==> src/rtl/riscv_pkg.sv <==
// Shared constants for the RISC-V core.
//   DEFAULT_XLEN         - default address/data width
//   DEFAULT_RESET_VECTOR - default PC value after reset
//   DEFAULT_IALIGN       - default instruction alignment in bits (16 or 32)
//   PC_INCR              - sequential fetch increment in bytes
package riscv_pkg;

  localparam int unsigned DEFAULT_XLEN         = 32;
  localparam logic [31:0] DEFAULT_RESET_VECTOR = 32'h0000_0000;
  localparam int unsigned DEFAULT_IALIGN       = 32;
  localparam int unsigned PC_INCR              = 4;

endpackage

==> src/rtl/program_counter.sv <==
// Architectural PC register for the fetch stage.
// Ports:
//   clk           - system clock, rising-edge active
//   rst           - asynchronous active-high reset; forces pc_out to RESET_VECTOR
//   PCWrite       - load enable from the hazard unit; 0 holds the PC
//   pc_next       - next PC from the next-PC mux, stored unmodified
//   pc_out        - current PC (registered)
//   pc_plus4      - pc_out + 4, wraps modulo 2^XLEN
//   pc_misaligned - pc_out violates IALIGN
//   pc_valid      - 0 in reset, 1 from the first rising edge after reset release
module program_counter
  import riscv_pkg::*;
#(
  parameter int unsigned     XLEN         = DEFAULT_XLEN,
  parameter logic [XLEN-1:0] RESET_VECTOR = XLEN'(DEFAULT_RESET_VECTOR),
  parameter int unsigned     IALIGN       = DEFAULT_IALIGN
) (
  input  logic            clk,
  input  logic            rst,
  input  logic            PCWrite,
  input  logic [XLEN-1:0] pc_next,
  output logic [XLEN-1:0] pc_out,
  output logic [XLEN-1:0] pc_plus4,
  output logic            pc_misaligned,
  output logic            pc_valid
);

  if ((IALIGN != 16 && IALIGN != 32) || XLEN < 3) begin : gen_param_check
    $fatal(1, "program_counter: IALIGN must be 16 or 32 and XLEN must be >= 3");
  end

  logic [XLEN-1:0] pc_q;
  logic            valid_q;

  // An X on PCWrite evaluates as false in the if, so the PC holds rather than
  // picking up an unknown value.
  always_ff @(posedge clk or posedge rst) begin
    if (rst) begin
      pc_q    <= RESET_VECTOR;
      valid_q <= 1'b0;
    end else begin
      valid_q <= 1'b1;
      if (PCWrite) begin
        pc_q <= pc_next;
      end
    end
  end

  assign pc_out   = pc_q;
  assign pc_valid = valid_q;
  assign pc_plus4 = pc_q + XLEN'(PC_INCR);

  if (IALIGN == 32) begin : gen_ialign32
    assign pc_misaligned = |pc_q[1:0];
  end else begin : gen_ialign16
    assign pc_misaligned = pc_q[0];
  end

  a_pcwrite_known : assert property (@(posedge clk) disable iff (rst) !$isunknown(PCWrite))
    else $error("program_counter: PCWrite is X/Z while out of reset");

  a_pc_next_known : assert property (@(posedge clk) disable iff (rst) !$isunknown(pc_next))
    else $error("program_counter: pc_next is X/Z while out of reset");

endmodule

==> config.mk <==
export PLATFORM = sky130hd
export DESIGN_NAME = program_counter
export DESIGN_NICKNAME = d
export VERILOG_FILES = /design/src/rtl/riscv_pkg.sv /design/src/rtl/program_counter.sv
export SDC_FILE = /design/constraint.sdc
export NUM_CORES = 1
export LEC_CHECK = 0
export BUFFER_PORTS_ARGS = -buffer_cell sky130_fd_sc_hd__buf_4
export CORE_ASPECT_RATIO = 1.2
export CORE_UTILIZATION = 40
export DETAILED_ROUTE_END_ITERATION = 10
export PLACE_DENSITY = 0.73
export SLEW_MARGIN = 0
export SYNTH_ARGS = -nofsm -noshare
export SYNTH_HDL_FRONTEND = slang
export SYNTH_SLANG_ARGS = --single-unit
==> constraint.sdc <==
create_clock -name clk -period 1.91 [get_ports clk]
set_input_delay 0.573 -clock clk [delete_from_list [all_inputs] [get_ports clk]]
set_output_delay 0.573 -clock clk [all_outputs]
set_load 0.01 [all_outputs]
# Word-level counts from Yosys, hierarchy flattened
# Index checks and enable logic that the tools add are counted.
[totals]
reg_bits = 33
in_bits = 35
out_inout_bits = 66
elab_cells = 4
[op_classes]
add_sub_neg = 1
reduce_logical = 1
[ops]
columns = ["cell", "n"]
rows = [
  ["$add 32x3->32 const B", 1],
  ["$reduce_or 2->1", 1],
]

# Logic depth before layout (Yosys ltp)
# Gate-level depths: netlist of run 1.
[depth]
ltp_word = 1
depth_mapped = 5
ltp_nobuf = 5

# Worst setup path before layout of run 1
# No wires, ideal clock.
[synth_timing]
kind = "flip-flop to output port"
from = "register pc_q[6], in the netlist pc_out[6]"
to = "output pc_plus4[19]"
arrival_time_ns = 1.537
required_time_ns = 1.337
setup_slack_ns = -0.200
path_stages_with_launch = 5
n_path_buf = 0
cell_sequence = "dfrtp_1 -> and4_4 -> nand3_2 -> or4_1 -> xnor2_1"
[synth_between]
elab_chain_len = 1
[synth_lines]
columns = ["element", "line", "text"]
rows = [
  ["from (decl)", "program_counter.sv:32", "logic [XLEN-1:0] pc_q;"],
  ["from (signal assigned)", "program_counter.sv:44", "pc_q <= pc_next;"],
  ["$add 32x3->32", "program_counter.sv:51", "assign pc_plus4 = pc_q + XLEN'(PC_INCR);"],
  ["to (decl)", "program_counter.sv:23", "output logic [XLEN-1:0] pc_plus4,"],
]
# Every way passes these cells.

# Worst setup path after layout of run 1
[layout_timing]
from = "register pc_q[8], in the netlist pc_out[8]"
to = "output pc_plus4[28]"
# Same word-level chain as after synthesis.

==> results of run 1 <==
[final cells by class]
| type | count | share of cell area |
|---|---|---|
| clock buffer | 8 | 0.0253 |
| inverter | 6 | 0.00634 |
| multi-input combinational | 119 | 0.359 |
| sequential | 33 | 0.234 |
| tap | 56 | 0.0197 |
| timing repair buffer | 161 | 0.355 |
[per-stage QoR]
step / instance area [um^2] / hold slack [ns]
detailed placement: 3090 / 0.549
global route: 3550 / 0.429
global placement: 3090 / 0.543
finish: 3550 / 0.369
floorplan: 1920 / 0.585
CTS: 3400 / 0.384
[sequential cells by signal, summed over array words and instances, names as in the netlist]
| name | count |
|---|---|
| pc_valid | 1 |
| pc_out | 32 |
[report_power, final]
group,switching (W),total [W],leakage (nW),internal (W)
registers,0.0000517,0.000821,0.382,0.000770
clock network,0.000241,0.000534,0.0455,0.000293
logic,0.000363,0.000826,1.35,0.000463
[routing by layer]
metal / wire length, um / GRT usage / vias up
li1: - / - / 898
met1: 2310 / 0.247 / 916
met2: 3320 / 0.443 / 61
met3: 283 / 0.0565 / 7
met4: 72 / 0.0756 / 0
met5: 0 / 0 / -
[final timing paths]
path                       depth (start not counted)           end  startpoint  slack [ns]
max reg2reg                                        3    pc_out[13]  pc_out[13]        0.84
min                                                3    pc_out[10]         rst        0.37
min reg2reg                                        1     pc_out[1]   pc_out[1]        0.56
max in group asynchronous                          3     pc_out[4]         rst        1.22
max                                                6  pc_plus4[28]   pc_out[8]       -0.51
min in group clk                                   3     pc_out[2]  pc_next[2]        0.49
[cells in the mapped netlist]
cell,count
dfrtp_1,33
mux2_2,27
nand2_1,16
xnor2_1,16
xor2_1,12
nand3_1,8
inv_1,6
nand4_1,5
o21ai_0,5
nor2_1,4
nor3_1,4
nor4_4,4
and3_1,2
and3_2,2
and4_1,2
and4_4,2
buf_2,2
buf_4,2
clkbuf_1,2
nor4_1,2
and2_1,1
buf_6,1
conb_1,1
ha_1,1
nand3_2,1
nand4_4,1
nor4_2,1
or2_2,1
or4_1,1
[kinds of logic after synthesis]
| logic type | count (synthesis) | share of synthesized area |
|---|---|---|
| AOI/OAI and AO/OA | 5 | 0.0133 |
| muxes | 27 | 0.162 |
| and+or+nand+nor | 57 | 0.211 |
| buffers and inverters | 13 | 0.0353 |
| DFF | 33 | 0.440 |
| adders and majority gates | 1 | 0.00666 |
| xor gates and xnor gates | 28 | 0.131 |
| other | 1 | 0.00200 |
[worst max-delay path, delay by kind of cell (launching register included)]
kind	cells	cell delay [ns]
xor+xnor	1	0.20
simple gates	3	0.64
buf+inv	2	0.36
flops	1	0.36
[repair_timing]
action                                  in CTS  in global routing
endpoints found under the setup margin      27                 27
gates resized for setup                     37                 21
buffers inserted                             7                  4
pin swaps                                   32                 19
hold buffers                                 0                  0
endpoints found under the hold margin        0                  0
==> flow_metrics.py, run 1 <==
metrics = {
    "detailed_routing": {
        "vias_per_cell": 4.91,
        "drt-initial-drc-count": 67,
        "drc": 0,
        "wl_per_cell_um": 15.6,
        "drt-total-wl_um": 5980,
        "dr.pass1.iters": 4,
        "dr_total_vias": 1882,
        "ant_nets": 0,
    },
    "yosys": {
        "synth_cells": 165,
        "syn_nets": 201,
        "yosys_warnings": 0,
        "seq_area_frac_synth": 0.440,
        "ys_ff_latch": 33,
        "yosysTopAreaCell": "dfrtp_1",
        "synth_top_area_frac": 0.440,
        "syn_area_mm2": 0.00188,
        "syn_avg_cell_area_um2": 11.4,
        "synthTopCellsByArea": "dfrtp_1, mux2_2, xnor2_1, xor2_1, nor4_4",
        "ys_types": 29,
    },
    "clocking": {
        "cts_tree": "done",
        "cts.clk_slew.worst_paths_ns": 0.07,
        "numCtsBuffers": 5,
        "cts-root-buf": "clkbuf_8",
        "cts_sinks": 33,
        "htreeDepth": 2,
        "clock_path_buffers": 2,
        "clock_latency_ns": 0.28,
    },
    "worst_setup_path": {
        "path_cells": "and4_4, nand4_4, buf_12, nor4_4, xor2_1, buf_4",
        "required_ns": 1.34,
        "cp_data_arrival_time_ns": 1.85,
        "slowest_delay_ns": 0.36,
        "critPathKind": "flop to output port",
        "slowest_stage": "dfrtp_1",
        "start_kind": "flop",
        "worst-path-max-fanout": 5,
        "end_kind": "output port",
    },
    "floorplan": {
        "rows": 26,
        "die_area_mm2": 0.00497,
        "start_util": 0.428,
        "die_w_um": 64.6,
        "num_io_pins": 101,
        "die_h_um": 77.1,
        "coreArea_mm2": 0.00439,
    },
    "power": {
        "ir_drop_mv": 0.486,
        "power_w": 0.00218,
        "p_per_area_mw_per_mm2": 614,
        "power.leakage_nw": 1.78,
    },
    "global_routing": {
        "track_usage": 0.234,
        "grt_pass1_wl_um": 8940,
        "grt_pass1_vias": 1908,
        "grt_overflow": 0,
        "grt_antenna_before_repair": 0,
        "grt_max_degree": 38,
    },
    "final_layout": {
        "multi_input_area_mm2": 0.00128,
        "fillerInstances": 276,
        "final_common_cell": "buf_4",
        "diodes": 0,
        "areaGrowthSynthToFinish_pct": 89.3,
        "final_cells": 383,
        "finalNetCount": 362,
        "final_util": 0.809,
        "layout-drive-gt1-share": 0.755,
        "layout_common_cells": "buf_4, mux2_2, dfrtp_1",
        "ff_latch_area_um2": 833,
    },
    "timing": {
        "layout_min_cycle_time_ns": 2.42,
        "hold_viol": 0,
        "drv_slew": 0,
        "setup_viol": 26,
        "finalSetupTns_ns": -8.98,
        "max_freq_mhz": 413,
        "period_share": 1.27,
        "clock_skew_ns": 0,
        "timing.final.ws_setup_ns": -0.513,
        "rsz0062_at_grt": "yes",
    },
    "placement": {
        "dpl.hpwl_um": 4060,
        "io_buffers": 100,
        "finalWeightedCongestion": 0.754,
        "place_worst_setup_slack_ns": -0.167,
        "dpl.cell_count": 364,
    },
    "job": {
        "cap_viol_max_count": 0,
    },
    "outcome": {
        "violations": "setup timing",
        "status": "finished with violations",
    },
    "hold_path": {
        "hp-class": "input pin to asynchronous set/reset pin",
    },
}
No activity file was read; power rests on OpenSTA's default activity.
==> run 2, diff against run 1 <==
- SKIP_LAST_GASP: default -> 1
==> run 2 against run 1 <==
The run still ends with setup timing left. Final cell count grew 0.26%. Via count is 0.85% higher. Die area unchanged.
==> flow_metrics.py, run 2 (synthesis results as in run 1) <==
metrics = {
    "global_routing": {
        "grt_pass1_wl_um": 8800,
        "grt_antenna_before_repair": 0,
        "grt_max_degree": 38,
        "track_usage": 0.230,
        "grt_overflow": 0,
        "grt_pass1_vias": 1887,
    },
    "power": {
        "internal_power_w": 0.00152,
        "ir_drop_mv": 0.487,
        "p_per_area_mw_per_mm2": 615,
        "switching_share": 0.298,
        "p_comb_frac": 0.375,
        "p_seq_frac": 0.379,
        "power.leakage_nw": 1.76,
        "p_switching_w": 0.000647,
        "p_clk_frac": 0.246,
    },
    "final_layout": {
        "fillerInstances": 294,
        "areaGrowthSynthToFinish_pct": 87.6,
        "finalNetCount": 363,
        "stdcell_area_mm2": 0.00352,
        "layout_common_cells": "buf_4, mux2_2, dfrtp_1",
        "diodes": 0,
        "layout-drive-gt1-share": 0.744,
        "ff_latch_area_um2": 833,
        "multi_input_area_mm2": 0.00124,
        "largest_reg_flops": 32,
        "final_common_cell": "buf_4",
    },
    "clocking": {
        "htreeDepth": 2,
        "clock_path_buffers": 2,
        "cts_tree": "done",
        "hold_buffers": 0,
        "cts.clk_slew.worst_paths_ns": 0.07,
        "cts_sinks": 33,
        "clock_latency_ns": 0.28,
        "cts-root-buf": "clkbuf_8",
        "numCtsBuffers": 5,
    },
    "outcome": {
        "status": "finished with violations",
        "violations": "setup timing",
    },
    "detailed_routing": {
        "drc": 0,
        "wl_met1_um": 2150,
        "drt-total-wl_um": 5910,
        "dr_total_vias": 1898,
        "vias_per_cell": 4.94,
        "drt-initial-drc-count": 47,
        "wl_per_cell_um": 15.4,
        "top_layer": "met4",
        "wl_met3_um": 300,
        "routed-wl-met2_um": 3370,
        "ant_nets": 0,
        "dr.pass1.iters": 4,
    },
    "timing": {
        "max_freq_mhz": 419,
        "hold_viol": 0,
        "layout_min_cycle_time_ns": 2.38,
        "drv_slew": 0,
        "holdWs_ns": 0.373,
        "setup_viol": 26,
        "timing.final.ws_setup_ns": -0.474,
        "rsz0062_at_grt": "yes",
        "period_share": 1.25,
        "clock_skew_ns": 0,
    },
    "worst_setup_path": {
        "end_kind": "output port",
        "start_kind": "flop",
        "worst-path-max-fanout": 4,
        "critPathKind": "flop to output port",
        "required_ns": 1.34,
        "cp_data_arrival_time_ns": 1.81,
    },
    "floorplan": {
        "num_io_pins": 101,
        "start_util": 0.428,
        "die_area_mm2": 0.00497,
        "die_w_um": 64.6,
        "rows": 26,
        "die_h_um": 77.1,
        "coreArea_mm2": 0.00439,
    },
    "placement": {
        "finalWeightedCongestion": 0.754,
        "dpl.hpwl_um": 4060,
        "io_buffers": 100,
        "place_worst_setup_slack_ns": -0.167,
        "place_area_mm2": 0.00309,
    },
    "hold_path": {
        "hp-class": "input pin to asynchronous set/reset pin",
    },
    "job": {
        "cap_viol_max_count": 0,
    },
}
## run 2: final cells by class
| class | count | share of cell area |
|---|---|---|
| Inverter | 6 | 0.00639 |
| Tap cell | 56 | 0.0199 |
| Sequential cell | 33 | 0.237 |
| Timing Repair Buffer | 162 | 0.359 |
| Multi-Input combinational cell | 119 | 0.352 |
| Clock buffer | 8 | 0.0256 |
## run 2: final timing paths
kind | from | endpoint | slack (ns) | depth (start not counted)
max | pc_out[2] | pc_plus4[14] | -0.47 | 6
min | rst | pc_out[14] | 0.37 | 3
max reg2reg | pc_out[21] | pc_out[21] | 0.85 | 4
min reg2reg | pc_out[1] | pc_out[1] | 0.56 | 1
max in group asynchronous | rst | pc_out[4] | 1.22 | 3
min in group clk | pc_next[2] | pc_out[2] | 0.49 | 3
## run 2: repair_timing
action | 4_1_cts | 5_1_grt
setup endpoints to repair | 27 | 27
setup buffers | 7 | 5
gates resized for setup | 32 | 19
pin swaps | 32 | 21
hold endpoints to repair | 0 | 0
## run 2: routing by layer
layer  GRT usage  vias to the layer above
met5           0                        -
met4      0.0756                        0
met3      0.0565                        9
met2       0.428                       71
met1       0.248                      922
li1            -                      896
## run 2: per-stage QoR
stage | util | setup TNS, ns | total power, W | cells
final | 0.802 | -8.93 | 0.00217 | 384
after global routing | 0.802 | -10.80 | 0.00227 | 384
after CTS | 0.770 | -8.18 | 0.00213 | 379
after detailed placement | 0.703 | -2.06 | 0.00158 | 364
after floorplan | - | -1.25 | 0.00113 | 165
after global placement | 0.703 | -1.68 | 0.00157 | 364
## run 2: worst max-delay path, stage by stage (launching register included)
cell and delay [ns]:
dfrtp_1 0.41, ha_4 0.19, and3_4 0.23, and3_4 0.23, nand4_1 0.14, xnor2_1 0.18
buf_4 0.14
## run 2: power groups by stage
stage / Combinational, W / Clock (W) / Sequential, W
after detailed placement: 0.000755 / 0 / 0.000827
after global routing: 0.000867 / 0.000571 / 0.000828
after CTS: 0.000785 / 0.000533 / 0.000816
after floorplan: 0.000237 / 0 / 0.000898
final: 0.000814 / 0.000532 / 0.000821
after global placement: 0.000745 / 0 / 0.000822
